`config.mk`:
```
export PLATFORM = sky130hd
export DESIGN_NAME = pam_mul_share_sched_flat
export DESIGN_NICKNAME = d
export VERILOG_FILES = /design/src/rtl/pam_mul_share_sched_if.sv /design/src/rtl/pam_mul_share_sched.sv /design/src/flat_wrapper.sv
export SDC_FILE = /design/constraint.sdc
export NUM_CORES = 1
export LEC_CHECK = 0
export ABC_AREA = 1
export CAP_MARGIN = 20
export CORE_UTILIZATION = 30
export DETAILED_ROUTE_END_ITERATION = 12
export PLACE_DENSITY = 0.55
export SYNTH_ARGS = -nofsm -noshare
export SYNTH_HDL_FRONTEND = slang
export SYNTH_SLANG_ARGS = --single-unit
export TNS_END_PERCENT = 20
```
`constraint.sdc`:
```
create_clock -name clk -period 10.5 [get_ports clk]
set_input_delay 2.1 -clock clk [delete_from_list [all_inputs] [get_ports clk]]
set_output_delay 2.1 -clock clk [all_outputs]
set_load 0.1 [all_outputs]
```
`src/rtl/pam_mul_share_sched_if.sv`:
```
// Request/response bundle for the shared-multiplier scheduler.
// master = requester/consumer side, slave = scheduler side.
interface pam_mul_share_sched_if #(
    parameter int NREQ = 4,
    parameter int IDW  = 2
);
    logic [NREQ-1:0]   req_valid;
    logic [NREQ-1:0]   req_ready;
    logic [8*NREQ-1:0] req_x;
    logic [8*NREQ-1:0] req_y;
    logic [NREQ-1:0]   req_apx;
    logic              rsp_valid;
    logic              rsp_ready;
    logic [IDW-1:0]    rsp_id;
    logic [15:0]       rsp_z;
    logic              busy;
    logic [15:0]       op_cnt;

    modport master (
        output req_valid, req_x, req_y, req_apx, rsp_ready,
        input  req_ready, rsp_valid, rsp_id, rsp_z, busy, op_cnt
    );

    modport slave (
        input  req_valid, req_x, req_y, req_apx, rsp_ready,
        output req_ready, rsp_valid, rsp_id, rsp_z, busy, op_cnt
    );
endinterface

```
`src/rtl/pam_mul_share_sched.sv`:
```
// Round-robin scheduler sharing one 8x8 multiplier (exact or l=2 approximate)
// among NREQ requesters through a two-stage operand/product pipeline.
module pam_mul_share_sched #(
    parameter int NREQ = 4,
    parameter int IDW  = 2
) (
    input  logic                 clk,
    input  logic                 rst_n,
    pam_mul_share_sched_if.slave bus
);
    logic           r_v1;
    logic [7:0]     r_x1;
    logic [7:0]     r_y1;
    logic           r_apx1;
    logic [IDW-1:0] r_id1;
    logic           r_v2;
    logic [15:0]    r_z2;
    logic [IDW-1:0] r_id2;
    logic [IDW-1:0] r_ptr;
    logic [15:0]    r_opCnt;

    logic           w_s2Load;
    logic           w_s1Free;
    logic           w_grant;
    logic [IDW-1:0] w_gid;
    logic [IDW:0]   w_sum;
    logic [IDW-1:0] w_cand;
    logic [7:0]     w_pp0;
    logic [7:0]     w_pp1;
    logic [15:0]    w_partial;
    logic [15:0]    w_a;
    logic [15:0]    w_b;
    logic [15:0]    w_zExact;
    logic [15:0]    w_zApx;
    logic [15:0]    w_z;

    assign w_s2Load = r_v1 & (~r_v2 | bus.rsp_ready);
    assign w_s1Free = ~r_v1 | w_s2Load;

    // First valid requester at or after the pointer wins; nothing is granted while S1 is blocked.
    always_comb begin
        w_grant = 1'b0;
        w_gid   = '0;
        w_sum   = '0;
        w_cand  = '0;
        for (int k = 0; k < NREQ; k++) begin
            w_sum = {1'b0, r_ptr} + (IDW+1)'(k);
            if (w_sum >= (IDW+1)'(NREQ)) begin
                w_sum = w_sum - (IDW+1)'(NREQ);
            end
            w_cand = w_sum[IDW-1:0];
            if (!w_grant && bus.req_valid[w_cand]) begin
                w_grant = 1'b1;
                w_gid   = w_cand;
            end
        end
        w_grant = w_grant & w_s1Free & rst_n;
    end

    always_comb begin
        bus.req_ready = '0;
        if (w_grant) begin
            bus.req_ready[w_gid] = 1'b1;
        end
    end

    // Approximate mode: rows 2..7 exact, rows 0/1 replaced by the exchanged-bit terms A and B.
    assign w_pp0     = r_y1 & {8{r_x1[0]}};
    assign w_pp1     = r_y1 & {8{r_x1[1]}};
    assign w_partial = 16'(r_y1) * 16'(r_x1[7:2]);
    assign w_a       = {7'b0, w_pp0[7] & w_pp1[6], w_pp0[7] | w_pp1[6], w_pp0[5] | w_pp1[5], 6'b0};
    assign w_b       = {7'b0, w_pp1[7], 8'b0};
    assign w_zApx    = (w_partial << 2) + w_a + w_b;
    assign w_zExact  = 16'(r_x1) * 16'(r_y1);
    assign w_z       = r_apx1 ? w_zApx : w_zExact;

    always_ff @(posedge clk or negedge rst_n) begin
        if (!rst_n) begin
            r_v1    <= 1'b0;
            r_x1    <= '0;
            r_y1    <= '0;
            r_apx1  <= 1'b0;
            r_id1   <= '0;
            r_v2    <= 1'b0;
            r_z2    <= '0;
            r_id2   <= '0;
            r_ptr   <= '0;
            r_opCnt <= '0;
        end else begin
            if (w_grant) begin
                r_v1   <= 1'b1;
                r_x1   <= bus.req_x[8*w_gid +: 8];
                r_y1   <= bus.req_y[8*w_gid +: 8];
                r_apx1 <= bus.req_apx[w_gid];
                r_id1  <= w_gid;
                r_ptr  <= (w_gid == IDW'(NREQ-1)) ? '0 : w_gid + 1'b1;
            end else if (w_s2Load) begin
                r_v1 <= 1'b0;
            end

            if (w_s2Load) begin
                r_v2  <= 1'b1;
                r_z2  <= w_z;
                r_id2 <= r_id1;
            end else if (bus.rsp_ready) begin
                r_v2 <= 1'b0;
            end

            if (r_v2 && bus.rsp_ready) begin
                r_opCnt <= r_opCnt + 16'd1;
            end
        end
    end

    assign bus.rsp_valid = r_v2;
    assign bus.rsp_id    = r_id2;
    assign bus.rsp_z     = r_z2;
    assign bus.busy      = r_v1 | r_v2;
    assign bus.op_cnt    = r_opCnt;
endmodule

```
`src/flat_wrapper.sv`:
```
// flat-port wrapper written by rule: the top's interface ports become plain ports
module pam_mul_share_sched_flat 
#(
    parameter int NREQ = 4,
    parameter int IDW  = 2
)
  (clk, rst_n, bus_req_valid, bus_req_x, bus_req_y, bus_req_apx, bus_rsp_ready, bus_req_ready, bus_rsp_valid, bus_rsp_id, bus_rsp_z, bus_busy, bus_op_cnt);
  pam_mul_share_sched_if #(.NREQ(NREQ), .IDW(IDW)) bus_i ();
  input  logic clk;
  input  logic rst_n;
  input wire logic [$bits(bus_i.req_valid)-1:0] bus_req_valid;
  input wire logic [$bits(bus_i.req_x)-1:0] bus_req_x;
  input wire logic [$bits(bus_i.req_y)-1:0] bus_req_y;
  input wire logic [$bits(bus_i.req_apx)-1:0] bus_req_apx;
  input wire logic [$bits(bus_i.rsp_ready)-1:0] bus_rsp_ready;
  output wire logic [$bits(bus_i.req_ready)-1:0] bus_req_ready;
  output wire logic [$bits(bus_i.rsp_valid)-1:0] bus_rsp_valid;
  output wire logic [$bits(bus_i.rsp_id)-1:0] bus_rsp_id;
  output wire logic [$bits(bus_i.rsp_z)-1:0] bus_rsp_z;
  output wire logic [$bits(bus_i.busy)-1:0] bus_busy;
  output wire logic [$bits(bus_i.op_cnt)-1:0] bus_op_cnt;
  assign bus_i.req_valid = bus_req_valid;
  assign bus_i.req_x = bus_req_x;
  assign bus_i.req_y = bus_req_y;
  assign bus_i.req_apx = bus_req_apx;
  assign bus_i.rsp_ready = bus_rsp_ready;
  assign bus_req_ready = bus_i.req_ready;
  assign bus_rsp_valid = bus_i.rsp_valid;
  assign bus_rsp_id = bus_i.rsp_id;
  assign bus_rsp_z = bus_i.rsp_z;
  assign bus_busy = bus_i.busy;
  assign bus_op_cnt = bus_i.op_cnt;
  pam_mul_share_sched #(.NREQ(NREQ), .IDW(IDW)) u_core (.clk(clk), .rst_n(rst_n), .bus(bus_i));
endmodule
```
## Yosys cells after proc, flatten, opt, wreduce, memory -nomap -nowiden

Cells that the tools add are included.

- Word-level logic and storage cells: 90
- Output and inout port bits: 40
- Bits in registers: 57

- Multiplexer cells: 31
- Reduce and logical (&&, ||, !) cells: 10
- Bitwise logic cells: 13
- Shift operators: 2
- Magnitude comparators: 10
- Eq/ne operators: 1
- $mul: 2
- Add/sub/neg operators: 11

Operators with widths:

| kind | number |
|---|---|
| indexed part select 32 x 6 -> 8 bit | 2 |
| adder 16 x 9 -> 16 bit | 2 |
| two-way mux 2 bit | 9 |
| adder 16 x 1 -> 16 bit, second input constant | 1 |
| AND 8 bit | 2 |
| multiplier 8 x 8 -> 16 bit | 1 |
| two-way mux 16 bit | 1 |
| less-than comparator 2 x 3 -> 1 bit, second input constant | 5 |
| multiplier 8 x 6 -> 14 bit | 1 |
| two-way mux 1 bit | 14 |
| binary-select mux 1 bit (select 2 bit) | 5 |
| greater-or-equal comparator 3 bit, second input constant | 3 |
| subtractor 2 x 1 -> 2 bit, second input constant | 4 |
| adder 2 x 2 -> 3 bit, second input constant | 2 |
| logical AND 1 bit | 5 |
| bitwise OR 1 bit | 5 |
| AND 1 bit | 4 |
| two-way mux 4 bit | 1 |
| nonzero test 2 bit | 2 |
| adder 2 x 1 -> 3 bit, second input constant | 1 |
| greater-or-equal comparator 2 x 3 -> 1 bit, second input constant | 1 |
| logical NOT 1 bit | 3 |
| adder 2 x 1 -> 2 bit, second input constant | 1 |
| demux 1 bit (select 2 bit) | 1 |
| other kinds (3) | 4 |

## Logic depth before layout (Yosys ltp)

Gate-level depths: netlist of run 1.

- Word-level depth: 19
- Depth in mapped cells: 26
- Gate-level depth less buffers: 25

## Least setup slack after synthesis of run 1

Ideal clock, no wire load.

- Path type: input to output
- From: input bus_req_valid[3]
- To: output bus_req_ready[3]
- Path buffers: 1
- Stages: 13
- Data required time: 8400 ps
- Path slack: 3934 ps
- Arrival: 4466 ps
- Path through: inv_1 > nand2_1 > o211ai_2 > nand2_4 > nor2_8 > nand3_4 > nand2_4 > nand2_4 > inv_2 > buf_6 > ha_1 > inv_1 > nor2_1

- Cells in the longest elaborated chain, start to end: 17
- Elaborated cells between the ends (all ways): 30
- Those cells by class: order compare: 2; mux: 19; bitwise: 2; reduce/logical: 7

RTL lines:

| item | RTL line | source |
|---|---|---|
| start, declared | flat_wrapper.sv:11 | `input wire logic [$bits(bus_i.req_valid)-1:0] bus_req_valid;` |
| binary-select mux 1 bit (select 2 bit) | pam_mul_share_sched.sv:52 | `if (!w_grant && bus.req_valid[w_cand]) begin` |
| two-way mux 1 bit (not written as such) | pam_mul_share_sched.sv:52 |  |
| two-way mux 1 bit | pam_mul_share_sched.sv:52 |  |
| logical NOT 1 bit | pam_mul_share_sched.sv:52 |  |
| logical AND 1 bit | pam_mul_share_sched.sv:52 |  |
| two-way mux 1 bit | pam_mul_share_sched.sv:52 |  |
| logical NOT 1 bit | pam_mul_share_sched.sv:52 |  |
| logical AND 1 bit | pam_mul_share_sched.sv:52 |  |
| [2 not listed] | n/a |  |
| logical AND 1 bit | pam_mul_share_sched.sv:52 |  |
| two-way mux 2 bit (*) | pam_mul_share_sched.sv:52 |  |
| named net u_core.w_gid[0] | pam_mul_share_sched.sv:25 | `logic [IDW-1:0] w_gid;` |
| less-than comparator 2 x 3 -> 1 bit (not written as such) / greater-or-equal comparator 2 x 1 -> 1 bit (equally long branches) | pam_mul_share_sched.sv:63 | `bus.req_ready[w_gid] = 1'b1;` |
| logical AND 1 bit (not written as such) | pam_mul_share_sched.sv:63 |  |
| two-way mux 1 bit (not written as such) | pam_mul_share_sched.sv:63 |  |
| demux 1 bit (select 2 bit) (*) | n/a |  |
| two-way mux 4 bit (*) | pam_mul_share_sched.sv:62 | `if (w_grant) begin` |
| end, declared | flat_wrapper.sv:16 | `output wire logic [$bits(bus_i.req_ready)-1:0] bus_req_ready;` |

Mark *: on every way through the listed nets, which the timed path passes. The rest lies on a longest branch. The select of a mux whose other input is x is not followed.

## Final worst setup path of run 1

- From: input bus_req_valid[2]
- To: output bus_req_ready[3]

- Cells in the longest elaborated chain, start to end: 17
- Elaborated cells between the ends (all ways): 30
- Those cells by class: order compare: 2; mux: 19; bitwise: 2; reduce/logical: 7

RTL lines:

| item | RTL line |
|---|---|
| binary-select mux 1 bit (select 2 bit) | pam_mul_share_sched.sv:52 |
| two-way mux 1 bit (not written as such) | pam_mul_share_sched.sv:52 |
| two-way mux 1 bit | pam_mul_share_sched.sv:52 |
| logical NOT 1 bit | pam_mul_share_sched.sv:52 |
| logical AND 1 bit | pam_mul_share_sched.sv:52 |
| two-way mux 1 bit | pam_mul_share_sched.sv:52 |
| logical NOT 1 bit | pam_mul_share_sched.sv:52 |
| logical AND 1 bit | pam_mul_share_sched.sv:52 |
| two-way mux 1 bit | pam_mul_share_sched.sv:52 |
| logical NOT 1 bit | pam_mul_share_sched.sv:52 |
| logical AND 1 bit | pam_mul_share_sched.sv:52 |
| two-way mux 2 bit | pam_mul_share_sched.sv:52 |
| less-than comparator 2 x 3 -> 1 bit (not written as such) / greater-or-equal comparator 2 x 1 -> 1 bit (equally long branches) | pam_mul_share_sched.sv:63 |
| logical AND 1 bit (not written as such) | pam_mul_share_sched.sv:63 |
| two-way mux 1 bit (not written as such) | pam_mul_share_sched.sv:63 |
| demux 1 bit (select 2 bit) | n/a |
| two-way mux 4 bit (*) | pam_mul_share_sched.sv:62 |

Every way passes the cells marked *; elsewhere a longest branch is shown, timed or not. The select of a mux whose other input is x is not followed.

==> results of run 1 <==
flip-flops by register name, summed over array words and instances (netlist names):
name,count
u_core.bus.rsp_id,2
u_core.bus.op_cnt,16
u_core.bus.rsp_valid,1
u_core.r_y1,8
u_core.r_apx1,1
u_core.r_v1,1
u_core.r_x1,8
u_core.bus.rsp_z,16
u_core.r_ptr,2
u_core.r_id1,2
critical path, delay by kind of cell:
kind,cells,cell delay [ns]
buf+inv,4,2.00
simple gates,8,1.04
fa+ha+maj,1,0.23
compound gates,1,0.09
layout by cell type, fill, tap and decap left out, types with 12 or more instances in the layout:
cell type / netlist / layout
nand2_1: 324 / 324
inv_1: 209 / 209
clkdlybuf4s50_1: 0 / 113
ha_1: 70 / 70
dfrtp_1: 57 / 57
fa_1: 56 / 56
nand3_1: 43 / 43
nor2_1: 35 / 35
a21oi_1: 33 / 33
nand3b_1: 19 / 19
o21ai_0: 19 / 19
xor2_1: 15 / 15
xnor2_1: 14 / 14
nand2_2: 12 / 12
worst paths after layout:
check,depth (start not counted),startpoint,slack [ns],end
worst max-delay path,14,bus_req_valid[2],2.92,bus_req_ready[3]
worst max register to register,22,u_core.r_x1[7],5.28,u_core.bus.rsp_z[13]
max in group asynchronous,2,rst_n,8.08,u_core.r_x1[0]
worst min register to register,2,u_core.bus.rsp_z[13],0.47,u_core.bus.rsp_z[13]
min in group asynchronous,2,rst_n,1.92,u_core.bus.op_cnt[9]
worst min-delay path,2,u_core.bus.rsp_z[13],0.47,u_core.bus.rsp_z[13]
logic make-up after synthesis:
family                     after synthesis
AOI/OAI and AO/OA                       75
xor gates and xnor gates                29
adders and majority gates              126
buffers and inverters                  248
DFF                                     57
and+or+nand+nor                        470
final cells by class:
cell class	count	area [sq um]	share of cell area, %
well taps	319	399.1	4.509
inverters	214	808.3	9.132
clock inverters	4	20.02	0.2262
flip-flops and latches	57	1426	16.12
multi-input cells	700	4811	54.35
clock buffers	11	242.7	2.742
repair buffers	115	1144	12.92
per-layer routing:
layer	vias up	GRT usage, %	routed length (um)
li1	3234	-	-
met1	2751	21.16	8811
met2	145	23.11	7052
met3	17	2.285	683
met4	0	4.115	201
met5	-	0	0
stage by stage:
stage | cell area, sq um | worst slack [ns] | utilization, % | cells | hold WS, ns
5_1_grt | 8851 | 2.664 | 37.60 | 1420 | 0.4914
6_report | 8851 | 2.915 | 37.60 | 1420 | 0.4726
4_1_cts | 8851 | 2.881 | 37.60 | 1420 | 0.4771
3_3_place_gp | 8588 | 2.918 | 36.48 | 1405 | 0.4627
3_5_place_dp | 8588 | 2.880 | 36.48 | 1405 | 0.4642
2_1_floorplan | 7236 | 3.934 | - | 1005 | 0.4426
==> flow_summary.ini, run 1 <==
[global_route]
grt_pass1_wl_mm = 29.28
grt_max_degree = 59
grt_overflow_total = 0
grt_use_total_pct = 14.85
grt_antenna_before_repair = 0
first_global_vias = 6221

[clocking]
cts.path.max_buffers = 2
clockRootBuffer = clkbuf_16
cts.sinks = 57
clkTransAtPathRegs_ns = 0.05
holdBufCountCts = 0
cts_tree = done
h-tree-depth = 3
cts_made_buffers = 9
clk-insertion-delay-late_ns = 0.34
post_cts_buffers = 0
cts-resized-gates = 0

[logic_synthesis]
synth_cell_type_count = 41
syn_avg_cell_area_sq_um = 7.200
ys.flop_type = dfrtp_1
mappedNetlistNets = 1206
synthCells = 1005
synthArstFlopShare_pct = 100.0
synth_edf_count = 0
synth_top_family_by_area = simple AND/OR/NAND/NOR gates
yosysMostFrequentCell = nand2_1
yosys-top-cells-count = nand2_1 (324), inv_1 (209), ha_1 (70)
synthAdderAreaFrac_pct = 27.60
synth-simple-area-share_pct = 29.50
synth_area_leader_cell = dfrtp_1
yosys.area.top_type_share_pct = 19.71
synthXorXnorAreaFrac_pct = 3.510
ys_warn_count = 0
syn-cell-area_sq_um = 7236
synth_compound_area_share_pct = 5.879
synthMuxAreaShare_pct = 0
synth_seq_cells = 57
yosysSeqAreaShare_pct = 19.71
synthTopCellsByArea = dfrtp_1 (20%), nand2_1 (17%), fa_1 (15%), ha_1 (12%), inv_1 (11%)

[routing]
drt_iter0_markers = 289
antenna_left = 0
firstDrtPassIters = 7
wl_per_cell_um = 11.79
routed_wl_mm = 16.75
drc = 0
vias = 6147
vias_per_cell = 4.329

[hold_path]
hold_path.class = flop to flop

[floorplanning]
core_sq_um = 23540
die_x_um = 157.3
ios = 115
die_h_um = 157.3
dieArea_sq_um = 24740
rows = 56
start_util_pct = 30.73

[layout]
num-nets-final = 1298
antenna_cells = 0
syn_to_final_growth_pct = 22.32
fillCellCount = 2537
drive_gt1_share_pct = 5.359

[worst_setup_path]
critical_path.max_fanout = 38
worstPathRequired_ns = 8.40
max_stage_delay_ns = 1.15
crit_path_frequent_cell = nand2_4
critPathArrivalTime_ns = 5.48
critPathLaunchType = input port
end_kind = primary output
worstSetupPathType = input port to primary output
crit_chain = clkdlybuf4s50_1, nand2_1, o21ai_1, nand2_1, nand2_4, nor2_8, nand3_4, nand2_4, nand2_4, inv_2, ha_1, inv_1, nor2_1, clkdlybuf4s50_1
slowest_stage = clkdlybuf4s50_1

[sta]
finalMaxSlewViolations = 0
hold_viol = 0
fmax_mhz = 131.8
finalSetupViolCount = 0
worst_pin_slew_ns = 0.9808
final.setup.tns_ns = 0
fin_worst_skew_ns = 0.007694
period_share_pct = 72.24
rsz0062_at_grt = false
timing.final.crit_period_ns = 7.585
max_slew_margin_pct = 34.41

[place]
hpwl_mm = 14.10
io_buffers = 114
gp_congestion = 0.8054

[status]
status = finished clean

[job]
cap_violations = 0
Power of run 1 is not shown: default switching activity piles up to over one toggle a cycle in this logic, so the estimate is an artifact.
==> inputs of run 2 (changes only) <==
==> constraint.sdc (replaced) <==
create_clock -name clk -period 7.1 [get_ports clk]
set_input_delay 1.42 -clock clk [delete_from_list [all_inputs] [get_ports clk]]
set_output_delay 1.42 -clock clk [all_outputs]
set_load 0.1 [all_outputs]
==> run 2 against run 1 <==
Net effect: critical path depth shrank 1; register-to-register slack worse by 3.2 ns; wire length shrank 0.12%; via count is 1.5% lower; core utilization rose by 0.10 points; die area unchanged; worst setup slack worse by 1.2 ns; first-iteration DRC count is 19% lower; critical path type unchanged.
==> flow_summary.ini, run 2 (synthesis results as in run 1) <==
[sta]
finalMaxSlewViolations = 0
period_share_pct = 75.58
finalSetupViolCount = 0
hold_viol = 0
rsz0062_at_grt = false
max_slew_margin_pct = 33.43
fmax_mhz = 186.4
timing.final.crit_period_ns = 5.366
final.setup.tns_ns = 0
fin_worst_skew_ns = 0.008585
worst_pin_slew_ns = 0.9955

[floorplanning]
rows = 56
start_util_pct = 30.73
core_sq_um = 23540
ios = 115
die_x_um = 157.3
die_h_um = 157.3
dieArea_sq_um = 24740

[global_route]
grt_busiest_layer = met2
grt_overflow_total = 0
first_global_vias = 6183
grt_use_met3_pct = 2.340
grt_max_degree = 58
grt_use_total_pct = 14.91
globalRouteMet2Util_pct = 22.99
grt_pass1_wl_mm = 29.51
grt_antenna_before_repair = 0
grtUsageMet1_pct = 21.53

[routing]
routed_wl_mm = 16.73
firstDrtPassIters = 4
antenna_left = 0
drt_iter0_markers = 234
vias = 6052
vias_per_cell = 4.262
drc = 0
wl_per_cell_um = 11.78

[clocking]
clk-insertion-delay-late_ns = 0.34
post_cts_buffers = 0
cts_tree = done
h-tree-depth = 3
cts-resized-gates = 0
cts_made_buffers = 9
cts.sinks = 57
clockRootBuffer = clkbuf_16
holdBufCountCts = 0
cts.path.max_buffers = 2
clkTransAtPathRegs_ns = 0.05

[worst_setup_path]
max_stage_delay_ns = 0.46
worstPathRequired_ns = 5.68
path_buf_inv = 5
critPathLaunchType = input port
worstSetupPathType = input port to primary output
crit_start = bus_req_valid[0]
end_kind = primary output
slowest_stage = clkdlybuf4s50_1
r2r-start = u_core.r_x1[7]
cp_top_family = buffers and inverters
critical_path.max_fanout = 38
crit_chain = clkdlybuf4s50_1, inv_1, o21ai_1, nand2_1, nand2_1, nand3_4, nand2_4, nand2_4, inv_2, ha_1, inv_1, nor2_1, buf_4
critPathArrivalTime_ns = 3.95

[hold_path]
hold_path.class = flop to flop
min_from = u_core.bus.op_cnt[15]

[layout]
final_common_cell = nand2_1
num-nets-final = 1298
fin_area_sq_um = 8875
syn_to_final_growth_pct = 22.65
drive_gt1_share_pct = 5.722
antenna_cells = 0
fillCellCount = 2533
final_cell_mix = nand2_1 (324), inv_1 (209), clkdlybuf4s50_1 (109)

[place]
place_area_sq_um = 8578
io_buffers = 114
hpwl_mm = 14.04
gp_congestion = 0.8309

[job]
cap_violations = 0

[status]
status = finished clean
==> run 2: area by class of cell <==
| cell class | instances | area [sq um] | area share, % |
|---|---|---|---|
| sequential | 57 | 1426 | 16.07 |
| multi-input combinational | 700 | 4811 | 54.21 |
| clock buffer | 12 | 256.5 | 2.890 |
| inverter | 214 | 808.3 | 9.108 |
| clock inverter | 3 | 40.04 | 0.4511 |
| timing repair buffer | 115 | 1134 | 12.77 |
| tap | 319 | 399.1 | 4.497 |
==> run 2: path summary, 6_finish.rpt <==
path	to	slack [ns]	depth (start not counted)
min in group asynchronous	u_core.bus.op_cnt[8]	1.32	2
worst min register to register	u_core.bus.op_cnt[15]	0.47	1
max in group asynchronous	u_core.r_y1[0]	5.30	2
worst min-delay path	u_core.bus.op_cnt[15]	0.47	1
worst max-delay path	bus_req_ready[3]	1.73	13
worst max register to register	u_core.bus.rsp_z[12]	2.04	22
==> run 2: metal layers <==
metal | part of all wire [%] | vias to the layer above
li1 | - | 3231
met1 | 54 | 2675
met2 | 41 | 136
met3 | 4.1 | 10
met4 | 0.93 | 0
met5 | 0 | -
==> run 2: per-stage QoR <==
step / utilization (%) / instances / hold WS, ns / setup WS (ns)
after floorplan: - / 1005 / 0.4426 / 1.894
after global placement: 36.44 / 1405 / 0.4609 / 1.731
after detailed placement: 36.44 / 1405 / 0.4698 / 1.694
after CTS: 37.70 / 1420 / 0.4771 / 1.693
after global routing: 37.70 / 1420 / 0.4890 / 1.418
final: 37.70 / 1420 / 0.4702 / 1.734
==> run 2: worst reg2reg max path, delay by kind of cell (launching register included) <==
kind	cells	cell delay [ns]
buffers and inverters	2	0.10
adders and majority gates	6	2.49
DFF	1	0.56
and+or+nand+nor	10	1.27
AOI/OAI and AO/OA	2	0.21
xor gates and xnor gates	2	0.31
Power of run 2 is left out for the same reason.
==> inputs of run 3 (changes only) <==
==> constraint.sdc (replaced) <==
create_clock -name clk -period 5.3 [get_ports clk]
set_input_delay 1.06 -clock clk [delete_from_list [all_inputs] [get_ports clk]]
set_output_delay 1.06 -clock clk [all_outputs]
set_load 0.1 [all_outputs]
==> run 3 against run 2 <==
Net effect: global-route usage grew 0.57 points; final cell count grew 0.77%; critical path depth grew 10; critical path type is now flop to flop; highest routed layer unchanged.
==> flow_summary.ini, run 3 (synthesis results as in run 1) <==
[worst_setup_path]
slowest_stage = fa_1
critPathLaunchType = flop
worstPathRequired_ns = 5.52
cp_top_family = adder cells
critical_path.max_fanout = 9
end_kind = flop
critPathArrivalTime_ns = 5.22
worstSetupPathType = flop to flop
path_buf_inv = 4
max_stage_delay_ns = 0.56
crit_path_frequent_cell = nand2_1
crit_chain = nand2_1, inv_1, fa_1, inv_1, fa_1, fa_1, inv_1, ha_1, or2_2, nand2_1, xnor2_1, fa_1, fa_1, inv_1, o21bai_1, nand3_1, nor2_1, nand3_1, nand2_1, nand3_1, nand2_1, nand2_1, nand2_1

[status]
status = finished clean

[floorplanning]
rows = 56
core_sq_um = 23540
die_x_um = 157.3
dieArea_sq_um = 24740
ios = 115
die_h_um = 157.3
start_util_pct = 30.73

[layout]
fillCellCount = 2526
final_cell_mix = nand2_1 (324), inv_1 (209), clkdlybuf4s50_1 (109)
syn_to_final_growth_pct = 24.66
final_cells = 1431
drive_gt1_share_pct = 7.194
layout.area.seq_sq_um = 1431
antenna_cells = 0
fin_area_sq_um = 9020
multi_input_area_sq_um = 4818
final_common_cell = nand2_1
num-nets-final = 1308

[clocking]
cts_tree = done
holdBufCountCts = 0
clk-insertion-delay-late_ns = 0.34
h-tree-depth = 3
cts.path.max_buffers = 2
clockRootBuffer = clkbuf_16
cts_made_buffers = 9
cts.sinks = 57
clkTransAtPathRegs_ns = 0.05

[global_route]
first_global_vias = 6219
grt_overflow_total = 0
grt_antenna_before_repair = 0
grt_use_total_pct = 15.48
grt_max_degree = 58
grt_pass1_wl_mm = 30.52

[sta]
max_slew_margin_pct = 33.57
fmax_mhz = 199.9
finalMaxSlewViolations = 0
rsz0062_at_grt = false
finalSetupViolCount = 0
fin_worst_skew_ns = 0.008293
hold_viol = 0
period_share_pct = 94.38
final.setup.tns_ns = 0
fin_ws_ns = 0.2978
worst_pin_slew_ns = 0.9933
timing.final.crit_period_ns = 5.002

[place]
dpl.cell_count = 1413
io_buffers = 114
hpwl_mm = 14.76
place_area_sq_um = 8663
gp_congestion = 0.8799
dp_slack_ns = 0.2647

[routing]
drc = 0
drt_iter0_markers = 262
vias = 6144
routed_wl_mm = 17.62
wl_per_cell_um = 12.32
antenna_left = 0
vias_per_cell = 4.294
firstDrtPassIters = 7

[hold_path]
hold_path.class = flop to flop

[job]
cap_violations = 0
==> run 3: cell count changes in the layout (fill, tap and decap cells not counted), sizes merged <==
cell and change:
buf +10, inv +1, clkbuf -2, bufinv +1, clkinvlp +1
==> run 3: worst register-to-register path: cells and delay by family (launching register included) <==
family	cells	cell delay [ns]
AND/OR/NAND/NOR	11	1.09
adder cells (fa/ha/maj)	6	2.86
XOR/XNOR	1	0.14
flip-flops	1	0.47
AO/OA/AOI/OAI	1	0.07
buffers and inverters	4	0.26
==> run 3: worst paths after layout <==
path / startpoint / end / slack [ns] / cells past startpoint
worst max-delay path: u_core.r_y1[3] / u_core.bus.rsp_z[15] / 0.30 / 23
worst min-delay path: u_core.bus.op_cnt[15] / u_core.bus.op_cnt[15] / 0.47 / 1
worst max register to register: u_core.r_y1[3] / u_core.bus.rsp_z[15] / 0.30 / 23
worst min register to register: u_core.bus.op_cnt[15] / u_core.bus.op_cnt[15] / 0.47 / 1
max in group asynchronous: rst_n / u_core.r_y1[3] / 3.83 / 2
min in group asynchronous: rst_n / u_core.bus.op_cnt[8] / 0.94 / 2
==> run 3: cell type report <==
cell class / instances / area share, %
Inverter: 214 / 8.961
Tap cell: 319 / 4.425
Sequential cell: 57 / 15.87
Clock inverter: 6 / 0.9988
Clock buffer: 10 / 2.649
Timing Repair Buffer: 125 / 13.68
Multi-Input combinational cell: 700 / 53.42
==> run 3: repair_timing <==
action,4_1_cts,5_1_grt
endpoints found under the setup margin,0,4
resized for setup,0,6
setup buffers,0,2
==> run 3: layer usage <==
metal	GRT usage, %	routed length, um
met4	3.282	129
met2	23.87	7487
met1	22.58	9414
met3	2.423	591
met5	0	0
==> run 3: metrics by stage <==
step                utilization [%]  hold WS, ns
floorplan                         -       0.4426
global placement              36.80       0.4616
detailed placement            36.80       0.4651
CTS                           38.20       0.4733
global route                  38.31       0.4833
finish                        38.31       0.4660
Power of run 3 is left out for the same reason.
==> edit 1, RTL diff (flow settings as in run 3) <==
Reset style: synchronous (`rst_n`), changed in one clocked block.
--- a/src/rtl/pam_mul_share_sched.sv
+++ b/src/rtl/pam_mul_share_sched.sv
@@ -76,3 +76,3 @@
 
-    always_ff @(posedge clk or negedge rst_n) begin
+    always_ff @(posedge clk) begin
         if (!rst_n) begin
Behaviour: not the same (Yosys sat finds a counterexample within 4 cycles, from zero or initial values and one cycle with rst_n low; the reset may be asserted at any time).
==> edit 1 against run 3 <==
Clock skew about the same; setup slack better by 0.10 ns; count of clock-buffer cells in the layout fell by 1; design area decreased by 2.2%; highest routed layer unchanged; area after synthesis is 2.3% lower; sequential cell count stayed put; sequential share of layout area down 2.9 points; non-clock buffer count up 1; routed wire length increased by 9.0%.
==> edit 1: results <==
set metrics [dict create \
    synth_flop_cell "dfxtp_1" \
    grt_pass1_vias 6843 \
    num-multi-input-gates 749 \
    dr.pass1.iters 5 \
    bufAreaShareNonClock 0.144 \
    place_congestion 0.858 \
    yosys-top-cells-count "291 x nand2_1, 213 x inv_1, 86 x nand3_1" \
    seq_share 0.130 \
    use_met3 0.0259 \
    crit_path_start "u_core.r_x1[2]" \
    worstHoldStart "u_core.bus.rsp_z[1]" \
    grt_pass1_wl_um 32600 \
    vias_per_cell 4.52 \
    final-clk-cell-share 0.0345 \
    layout_setup_ws_ns 0.402 \
    arrival_ns 5.18 \
    ys_seq_area_frac 0.161 \
    nClkBuffers 9 \
    nonClockBufferCount 126 \
    dp_hpwl_um 16100 \
    grtUsageMet2 0.303 \
    endpoint "u_core.bus.rsp_z[14]" \
    use_met1 0.209 \
    tightest_slew_ns 1.02 \
    holdWs_ns 0.478 \
    drt_iter0_markers 296 \
    rr_startpoint "u_core.r_x1[2]" \
    route.met3.wl_um 734 \
    multiInputGateArea_um2 4900 \
    yosysUniqueCellTypes 45 \
    finalNetCount 1361 \
    placedCellCount 1462 \
    met1_length_um 8910 \
    status "finished clean" \
    routed_wl_um 19200 \
    hold_depth 2 \
]
edit 1: cell count changes after synthesis, sizes merged, moves of 21 or more:
cell   delta
o21ai    +21
dfxtp    +57
nand3    +33
nor2     +32
dfrtp    -57
nand2    -41
edit 1: through the flow:
step / utilization / power, mW / area (µm²)
2_1_floorplan: - / 2.46 / 7070
5_1_grt: 0.386 / 3.97 / 8820
3_3_place_gp: 0.373 / 3.06 / 8520
6_report: 0.386 / 3.63 / 8820
3_5_place_dp: 0.373 / 3.06 / 8520
4_1_cts: 0.386 / 3.67 / 8820
edit 1: where the power goes:
part / switching [mW] / internal (mW) / leakage, nW / total [mW]
clock network: 0.224 / 0.367 / 0.139 / 0.591
logic: 1.62 / 0.764 / 4.12 / 2.38
registers: 0.133 / 0.531 / 0.469 / 0.664
edit 1: cells by family (layout without fill, tap and decap cells):
logic type | after synthesis | count (layout) | share of synthesized area
buffers and inverters | 259 | 359 | 0.146
AOI/OAI and AO/OA | 115 | 115 | 0.0883
DFF | 57 | 57 | 0.161
xor gates and xnor gates | 15 | 15 | 0.0207
and+or+nand+nor | 493 | 493 | 0.301
adders and majority gates | 126 | 126 | 0.283
edit 1: worst max-delay path, stage by stage (launching register included):
cell and delay, ns:
dfxtp_2 0.38, nand2_1 0.11, inv_1 0.06, fa_1 0.52, inv_1 0.05, fa_1 0.47, fa_1 0.55, inv_1 0.04
ha_1 0.37, or2_2 0.32, nand2_1 0.09, xnor2_1 0.13, fa_1 0.49, ha_1 0.30, nand3_1 0.07, nand3_1 0.10
nand3_1 0.12, nor2_1 0.22, nand2_1 0.08, nand3_1 0.08, nand3_1 0.07, nand3_1 0.11, nand2_1 0.07, inv_1 0.05
==> edit 2, RTL diff (config.mk and constraints of run 3) <==
Without the edit above. `IDW` is set to 2 in 3 places; all go to 4.
--- a/src/rtl/pam_mul_share_sched_if.sv
+++ b/src/rtl/pam_mul_share_sched_if.sv
@@ -4,3 +4,3 @@
     parameter int NREQ = 4,
-    parameter int IDW  = 2
+    parameter int IDW  = 4
 );
--- a/src/rtl/pam_mul_share_sched.sv
+++ b/src/rtl/pam_mul_share_sched.sv
@@ -4,3 +4,3 @@
     parameter int NREQ = 4,
-    parameter int IDW  = 2
+    parameter int IDW  = 4
 ) (
--- a/src/flat_wrapper.sv
+++ b/src/flat_wrapper.sv
@@ -4,3 +4,3 @@
     parameter int NREQ = 4,
-    parameter int IDW  = 2
+    parameter int IDW  = 4
 )
Ports: changed (resized bus_rsp_id); port bits go from 115 to 117. The function was not compared with the original's and may differ.
==> edit 2 against run 3 <==
Critical path depth is 1 lower; design area is 5.1% higher; global-route usage is 0.30 points higher; sequential cell count is 6 higher; area after synthesis is 6.6% higher; count of clock-buffer cells in the layout is 1 lower; routed wire length is 12% higher; sequential share of layout area is 0.76 points higher; cell count is 5.7% higher; setup slack better by 0.088 ns; first-iteration DRC count is 37% higher; largest cell class unchanged; highest routed layer unchanged.
Power is not shown: default switching activity piles up to over one toggle a cycle in this logic, so the estimate is an artifact.
==> edit 2: results <==
set metrics [dict create \
    place_congestion 0.861 \
    dr.pass1.iters 4 \
    tightest_slew_ns 1.01 \
    reg2reg_slack_ns 0.39 \
    grt_use_total 0.158 \
    num_vias 6792 \
    status "finished clean" \
    syn_inst 1082 \
    holdWs_ns 0.478 \
    floorplan.initialDensity 0.306 \
    cp_max_fo 10 \
    finalNetCount 1388 \
    placedCellCount 1496 \
    grt_pass1_wl_um 33100 \
    rr_startpoint "u_core.r_y1[1]" \
    grt_pass1_vias 6706 \
    ys_seq_area_frac 0.204 \
    met1_length_um 8760 \
    yosys-top-cells-count "345 x nand2_1, 204 x inv_1, 98 x nand3_1" \
    routed_wl_um 19700 \
    wl_per_cell_um 13.0 \
    dp_hpwl_um 16400 \
    grt_max_degree 57 \
    clock_skew_ns 0.00969 \
    portBuffers 116 \
    synth.area.top_cells "dfrtp_1 20%, nand2_1 17%, fa_1 15%, ha_1 13%, inv_1 9.9%" \
]
==> edit 2: cell count changes after synthesis, moves of 10 or more <==
cell	before	now
nand3_1	43	98
nand2_1	324	345
nand3b_1	19	5
ha_1	70	80
==> edit 2: layout make-up <==
| type | instances | area share |
|---|---|---|
| clock buffers | 9 | 0.0238 |
| flip-flops and latches | 63 | 0.166 |
| inverters | 215 | 0.0859 |
| clock inverters | 7 | 0.00845 |
| repair buffers | 122 | 0.131 |
| well taps | 330 | 0.0436 |
| multi-input cells | 766 | 0.541 |
==> edit 2: cells by family (layout without fill, tap and decap cells) <==
family,after synthesis,after routing,share of synthesized area
mux,1,1,0.00146
buf+inv,253,353,0.130
xor+xnor,34,34,0.0396
fa+ha+maj,136,136,0.275
compound gates,78,78,0.0565
flops,63,63,0.204
simple gates,517,517,0.292
==> edit 2: worst max-delay path: stages, from the launching register on <==
cell	delay, ns
dfrtp_1	0.57
nand2_1	0.17
xor2_1	0.19
ha_1	0.27
inv_1	0.05
fa_1	0.51
fa_1	0.55
inv_1	0.04
ha_1	0.36
nand2_1	0.12
nand3_1	0.12
xor2_1	0.19
fa_1	0.49
ha_1	0.30
a31oi_1	0.09
nand3b_1	0.18
nor2_1	0.21
nand3_1	0.10
nand2_1	0.07
nand3_1	0.06
nand2_1	0.08
nand2_1	0.04
nand2_1	0.07
==> edit 2: per-layer routing <==
layer | track usage | vias to the layer above
li1 | - | 3496
met1 | 0.190 | 3144
met2 | 0.282 | 127
met4 | 0.0523 | 0
met3 | 0.0260 | 25
met5 | 0 | -
==> edit 2: per-stage QoR <==
step,instance area [µm²],util
3_5_place_dp,9170,0.364
6_report,9480,0.376
2_1_floorplan,7710,-
4_1_cts,9480,0.376
3_3_place_gp,9170,0.364
5_1_grt,9480,0.376
